==> config.mk <==
export PLATFORM = sky130hd
export DESIGN_NAME = com_uart
export DESIGN_NICKNAME = d
export VERILOG_FILES = /design/src/rtl/com_uart.sv
export SDC_FILE = /design/constraint.sdc
export NUM_CORES = 1
export LEC_CHECK = 0
export ABC_AREA = 1
export ABC_CLOCK_PERIOD_IN_PS = 1800
export CELL_PAD_IN_SITES_DETAIL_PLACEMENT = 1
export CELL_PAD_IN_SITES_GLOBAL_PLACEMENT = 1
export CORE_ASPECT_RATIO = 1.75
export CORE_MARGIN = 3
export CORE_UTILIZATION = 40
export CTS_BUF_LIST = sky130_fd_sc_hd__clkbuf_8 sky130_fd_sc_hd__clkbuf_16
export DETAILED_ROUTE_END_ITERATION = 8
export GPL_TIMING_DRIVEN = 0
export PLACE_DENSITY_LB_ADDON = 0.1
export SLEW_MARGIN = 0
export SYNTH_ARGS = -nofsm -noshare
export SYNTH_HDL_FRONTEND = slang
export SYNTH_SLANG_ARGS = --single-unit
==> constraint.sdc <==
create_clock -name clk -period 1.8 [get_ports clk]
set_input_delay 0.54 -clock clk [delete_from_list [all_inputs] [get_ports clk]]
set_output_delay 0.54 -clock clk [all_outputs]
set_load 0.02 [all_outputs]
==> src/rtl/com_uart.sv <==
// com_uart: com-bus responder wrapping an 8N1 UART with a single-byte TX shifter,
// a mid-bit RX sampler and a small RX FIFO; pulses interrupt with INT_CODE on com_rd.
module com_uart #(
    parameter logic [7:0]  BASE         = 8'h10,
    parameter int unsigned CLKS_PER_BIT = 16,
    parameter int unsigned RX_DEPTH     = 4,
    parameter logic [7:0]  INT_CODE     = 8'h01
) (
    input  logic       clk,
    input  logic       rst,
    input  logic [7:0] com_addr,
    input  logic [7:0] com_wr,
    input  logic       com_we,
    input  logic       com_re,
    output logic [7:0] com_rd,
    output logic       interrupt,
    input  logic       uart_rx,
    output logic       uart_tx
);
    localparam int unsigned   AW        = $clog2(RX_DEPTH);
    localparam int unsigned   CW        = $clog2(CLKS_PER_BIT);
    localparam logic [CW-1:0] BIT_LAST  = CW'(CLKS_PER_BIT - 1);
    localparam logic [CW-1:0] HALF_LAST = CW'(CLKS_PER_BIT / 2 - 1);

    typedef enum logic [1:0] {TxIdle, TxStart, TxData, TxStop} tx_state_e;
    typedef enum logic [1:0] {RxIdle, RxStart, RxData, RxStop} rx_state_e;

    logic sel_data, sel_stat, sel_ctrl;
    assign sel_data = (com_addr == BASE);
    assign sel_stat = (com_addr == BASE + 8'd1);
    assign sel_ctrl = (com_addr == BASE + 8'd2);

    logic tx_busy, rx_int_en, overrun, frame_err, pending;

    // ---------------- RX FIFO ----------------
    logic [7:0]  fifo_mem [RX_DEPTH];
    logic [AW:0] wr_ptr, rd_ptr;
    logic        fifo_empty, fifo_full, push, pop;
    logic [7:0]  rx_shift;

    assign fifo_empty = (wr_ptr == rd_ptr);
    assign fifo_full  = (wr_ptr[AW] != rd_ptr[AW]) && (wr_ptr[AW-1:0] == rd_ptr[AW-1:0]);
    assign pop        = com_re && sel_data && !fifo_empty;

    always_ff @(posedge clk) begin
        if (push) begin
            fifo_mem[wr_ptr[AW-1:0]] <= rx_shift;
        end
    end

    always_ff @(posedge clk) begin
        if (rst) begin
            wr_ptr <= '0;
            rd_ptr <= '0;
        end else begin
            if (push) wr_ptr <= wr_ptr + 1'b1;
            if (pop)  rd_ptr <= rd_ptr + 1'b1;
        end
    end

    // ---------------- RX sampler ----------------
    rx_state_e     rx_state;
    logic          rx_meta, rx_sync, rx_prev;
    logic [CW-1:0] rx_cnt;
    logic [2:0]    rx_bit;
    logic          rx_stop_done, set_ovr, set_ferr;

    // A pop in the same cycle frees a slot, so a full FIFO still accepts the byte.
    assign rx_stop_done = (rx_state == RxStop) && (rx_cnt == BIT_LAST);
    assign push         = rx_stop_done && rx_sync && (!fifo_full || pop);
    assign set_ovr      = rx_stop_done && rx_sync && fifo_full && !pop;
    assign set_ferr     = rx_stop_done && !rx_sync;

    always_ff @(posedge clk) begin
        if (rst) begin
            rx_meta  <= 1'b1;
            rx_sync  <= 1'b1;
            rx_prev  <= 1'b1;
            rx_state <= RxIdle;
            rx_cnt   <= '0;
            rx_bit   <= '0;
            rx_shift <= '0;
        end else begin
            rx_meta <= uart_rx;
            rx_sync <= rx_meta;
            rx_prev <= rx_sync;
            case (rx_state)
                RxIdle: begin
                    if (rx_prev && !rx_sync) begin
                        rx_state <= RxStart;
                        rx_cnt   <= '0;
                    end
                end
                RxStart: begin
                    if (rx_cnt == HALF_LAST) begin
                        rx_cnt   <= '0;
                        rx_bit   <= '0;
                        rx_state <= rx_sync ? RxIdle : RxData;
                    end else begin
                        rx_cnt <= rx_cnt + 1'b1;
                    end
                end
                RxData: begin
                    if (rx_cnt == BIT_LAST) begin
                        rx_cnt   <= '0;
                        rx_shift <= {rx_sync, rx_shift[7:1]};
                        if (rx_bit == 3'd7) rx_state <= RxStop;
                        else                rx_bit   <= rx_bit + 1'b1;
                    end else begin
                        rx_cnt <= rx_cnt + 1'b1;
                    end
                end
                RxStop: begin
                    if (rx_cnt == BIT_LAST) rx_state <= RxIdle;
                    else                    rx_cnt   <= rx_cnt + 1'b1;
                end
                default: rx_state <= RxIdle;
            endcase
        end
    end

    // ---------------- TX shifter ----------------
    tx_state_e     tx_state;
    logic [CW-1:0] tx_cnt;
    logic [2:0]    tx_bit;
    logic [7:0]    tx_shift;

    always_ff @(posedge clk) begin
        if (rst) begin
            tx_state <= TxIdle;
            tx_cnt   <= '0;
            tx_bit   <= '0;
            tx_shift <= '0;
            tx_busy  <= 1'b0;
            uart_tx  <= 1'b1;
        end else begin
            case (tx_state)
                TxIdle: begin
                    if (com_we && sel_data) begin
                        tx_state <= TxStart;
                        tx_shift <= com_wr;
                        tx_cnt   <= '0;
                        tx_busy  <= 1'b1;
                        uart_tx  <= 1'b0;
                    end
                end
                TxStart: begin
                    if (tx_cnt == BIT_LAST) begin
                        tx_cnt   <= '0;
                        tx_bit   <= '0;
                        uart_tx  <= tx_shift[0];
                        tx_shift <= tx_shift >> 1;
                        tx_state <= TxData;
                    end else begin
                        tx_cnt <= tx_cnt + 1'b1;
                    end
                end
                TxData: begin
                    if (tx_cnt == BIT_LAST) begin
                        tx_cnt <= '0;
                        if (tx_bit == 3'd7) begin
                            uart_tx  <= 1'b1;
                            tx_state <= TxStop;
                        end else begin
                            uart_tx  <= tx_shift[0];
                            tx_shift <= tx_shift >> 1;
                            tx_bit   <= tx_bit + 1'b1;
                        end
                    end else begin
                        tx_cnt <= tx_cnt + 1'b1;
                    end
                end
                TxStop: begin
                    if (tx_cnt == BIT_LAST) begin
                        tx_busy  <= 1'b0;
                        tx_state <= TxIdle;
                    end else begin
                        tx_cnt <= tx_cnt + 1'b1;
                    end
                end
                default: tx_state <= TxIdle;
            endcase
        end
    end

    // ---------------- Control, sticky flags, interrupt ----------------
    logic stat_clr;
    assign stat_clr  = com_re && sel_stat;
    // The pulse waits out any read strobe so it never collides with read data on com_rd.
    assign interrupt = pending && !com_re;

    always_ff @(posedge clk) begin
        if (rst) begin
            rx_int_en <= 1'b0;
            overrun   <= 1'b0;
            frame_err <= 1'b0;
            pending   <= 1'b0;
        end else begin
            if (com_we && sel_ctrl) rx_int_en <= com_wr[0];
            overrun   <= set_ovr  | (overrun   & ~stat_clr);
            frame_err <= set_ferr | (frame_err & ~stat_clr);
            pending   <= (push & rx_int_en) | (pending & ~interrupt);
        end
    end

    always_comb begin
        com_rd = 8'h00;
        if (com_re) begin
            if (sel_data) begin
                com_rd = fifo_empty ? 8'h00 : fifo_mem[rd_ptr[AW-1:0]];
            end else if (sel_stat) begin
                com_rd = {3'b000, frame_err, overrun, fifo_full, !fifo_empty, tx_busy};
            end else if (sel_ctrl) begin
                com_rd = {7'b0000000, rx_int_en};
            end
        end else if (interrupt) begin
            com_rd = INT_CODE;
        end
    end

endmodule
==> results list <==
- Run status: finished, violations left
- Failing checks: setup timing
- Cell types occupying the most area after synthesis: dfxtp_1 25%, edfxtp_1 24%, nand2_1 8.0%
- After detailed routing, the average wire length per cell comes to 17.0 um.
- Antenna violations before repair: 0
- Warning count from the yosys run: 0
* Number of levels the H-tree was split into: 3
* Drt first-iter violations: 100
- Reg clk slew, reported paths: roughly 70 ps
- The routed design could run at a clock period as short as about 2200 ps.
- Fraction of registers with async set or reset after synthesis: 0%
- For this design the static power due to leakage is 2.29 nW.
- Dominant synthesized flop cell: dfxtp_1
- For the pin with the worst max-slew slack, the measured transition is 598 ps.
- Worst clock skew: 4.97 ps
- After floorplanning, the core was sized to cover 0.00985 sq mm.
- 31 I/O pins were placed.
- At the worst endpoint, the arrival time is ~1600 ps.
- Total Neg Setup Slack: -2280 ps
- The number of antenna diodes in the final layout is 0.
* Largest stage delay on the critical path: 400 ps
- In this run the tightest slew margin relative to its limit is 60.1%.
* Cell total after placement: 646
* Layout cell share with drive strength beyond 1: 30.5%
- The floorplan has 48 rows.
- The number of hold buffers added after CTS was 0.
- Final-layout worst hold slack: 426 ps
- Relative to the synthesized area, the layout overhead comes to 35.7%.
- Number of vias after detailed routing: 3,539
* Distinct cells, synth: 38
- At the end of the flow the core is filled with cells to between 50% and 60%.
- Among all stages on the critical path, the largest delay is contributed by dfxtp_4.
- Global-route wire length before repair: 18,000 um
- Pin count of the biggest net entering global routing: 17
* Critical Path, Cell by Cell: o21ai_0 > o22ai_4 > a21oi_2 > nor2_2 > buf_6
* Final critical-path setup slack: -376 ps
- The initial utilization of the core area, before any placement, comes to 41.1%.
* Buffers from clock root to sink, at most: 2
- Max cap viols: 0
* Iteration count of the initial detailed-routing pass: 4
- Mean instance size in the synthesized netlist: about 8.2 sq um
- At the end of routability-driven placement, the weighted congestion stood at 0.806.
- Summed over all layers, the global routing overflow is 0.
- The synthesized netlist occupies a cell area of 0.00404 sq mm.
- Number of endpoints failing setup at the final stage: 8
* Number of instances in the synthesized netlist: 491
- The number of global-route vias before repair came to between 3,000 and 4,000.
* Post-detailed-route DRC marker count: 0
- Total count of max-transition violations in the final report: 0
- Type of element launching the critical path: flop
- In the final design database the tool counted 596 nets.
* Post-detailed-placement cell area: 0.00457 sq mm
- Dividing total power by cell area gives a power density of slightly above 800 mW/mm^2.
* Top post-synthesis cells by count: 86 x nand2_1, 82 x nor2_1, 52 x inv_1
- HPWL after DPL: 7790 um
* Total non-filler cell area in the finished layout: 0.00549 sq mm
* CTS tree: done
- Die boundary width: about 82 um
- From bottom edge to top edge, the die measures 139 um.
* Count of flip-flops with a built-in enable after synthesis: 32
- The root buffer cell chosen for the clock tree is clkbuf_16.
* RSZ-0062 raised after global routing: true
- At the later pin of the worst-skew pair, clock insertion delay measures 340 ps.
- Buffers placed on the I/O ports in this run total 30.
- In this run the worst hold path is classified as reg2reg.
- Synth top area share: 25.2%
* Category of the most critical setup path: reg2out
* Fraction of the yosys area taken by sequential cells: about half
- The most common cell in the synthesized netlist is nand2_1.
- Final hold violations: 0
- Crit path max fanout: 8
- For the worst setup path, the data required time is 1260 ps.
- In this run, CTS created clock tree buffers numbering 9.
- Final Non-Filler Cells: 689
* Residual antenna-violating net count after detailed routing: 0
- After detailed routing, the total wire length is 11,700 um.
- Maximum resistive drop on vdd: 0.829 mV
- STA classifies the critical path endpoint as a primary output.
- Via count normalized by instance count: 5.14
* Die ar.: 0.0114 sq mm
- Highest clock rate: around 460 MHz
* Post-synth top area cell: dfxtp_1
* Final critical-path share of the clock period: 121%
* Num Clock Sinks: 83
* Flip-flop and latch count after synthesis: 83
- Overall Global Routing Usage: 21.1%
* Synthesized netlist net count: 528
## per-stage QoR
step	power (mW)	setup slack, ps
4_1_cts	4.48	-308
6_report	4.45	-376
3_3_place_gp	2.55	-1260
2_1_floorplan	2.41	-105
3_5_place_dp	2.57	-1300
5_1_grt	4.67	-412
## flip-flops by register name, indices dropped and copies added, names as in the netlist, named ones only
signal and count:
rx_cnt 4, tx_busy 1, frame_err 1, tx_state 2, uart_tx 1, tx_cnt 4
rx_bit 3, wr_ptr 3, tx_bit 3, pending 1, rd_ptr 3, rx_shift 8
tx_shift 8, overrun 1, rx_state 1, fifo_mem 32, rx_sync 1, rx_prev 1
rx_int_en 1, rx_meta 1
## cell type report
cell class	count	area (sq um)
buffer	12	86.3
tap	125	156
timing repair buffer	58	566
multi-input combinational	336	2100
fill	1151	4360
clock buffer	9	225
clock inverter	7	81.3
inverter	59	265
sequential	83	2010
## per-layer routing
layer  track usage (%)  wire, um  up-vias  part of all wire (%)
met5                 0         0        -                     0
met4              8.93       395        0                   3.4
met3              3.58       270       23                   2.3
met2              41.2      6980       51                    60
met1              20.3      4050     1725                    35
li1                  -         -     1740                     -
## cells in the final DEF (no fill, tap or decap), types with 11 or more instances in the layout
cell type	n
nor2_4	12
o21ai_0	17
edfxtp_1	32
clkdlybuf4s50_1	11
nand2_2	12
buf_4	26
ha_1	14
nor2_1	70
dfxtp_1	40
inv_1	41
o21ai_1	16
nand2_1	76
a21oi_1	22
buf_6	19
nand3_1	27
## critical path: cells and delay by family (launching register included)
kind | cells | cell delay (ps)
buf+inv | 1 | 130
compound gates | 3 | 700
flops | 1 | 400
simple gates | 1 | 60
## cells by family (layout without fill, tap and decap cells)
kind of cell | after synthesis | in the layout | synth area share (%)
AOI/OAI and AO/OA | 72 | 72 | 9.62
xor gates and xnor gates | 5 | 5 | 1.08
adders and majority gates | 16 | 16 | 4.95
buffers and inverters | 72 | 145 | 7.21
DFF | 83 | 83 | 49.0
muxes | 7 | 7 | 1.73
and+or+nand+nor | 236 | 236 | 26.4
## final timing paths
| kind | startpoint | cells past startpoint | slack, ps | to |
|---|---|---|---|---|
| max | flop | 5 | -380 | com_rd[4] |
| max reg2reg | rx_cnt[0] | 7 | 70 | fifo_mem[0][3] |
| min | rx_meta | 1 | 430 | rx_sync |
| min reg2reg | rx_meta | 1 | 430 | rx_sync |
## timing repair
action                     CTS  global route
setup buffers               19             9
setup endpoints to repair   64            58
pin swaps                   26            17
resized for setup          170            47
## report_power, final
part           switching (mW)  internal, mW  leakage [nW]
Combinational           0.306         0.208          1.38
Sequential             0.0489          1.99         0.754
Clock                   0.795          1.10         0.153
Total                    1.15          3.30          2.29
No activity file was read; power rests on OpenSTA's default activity.
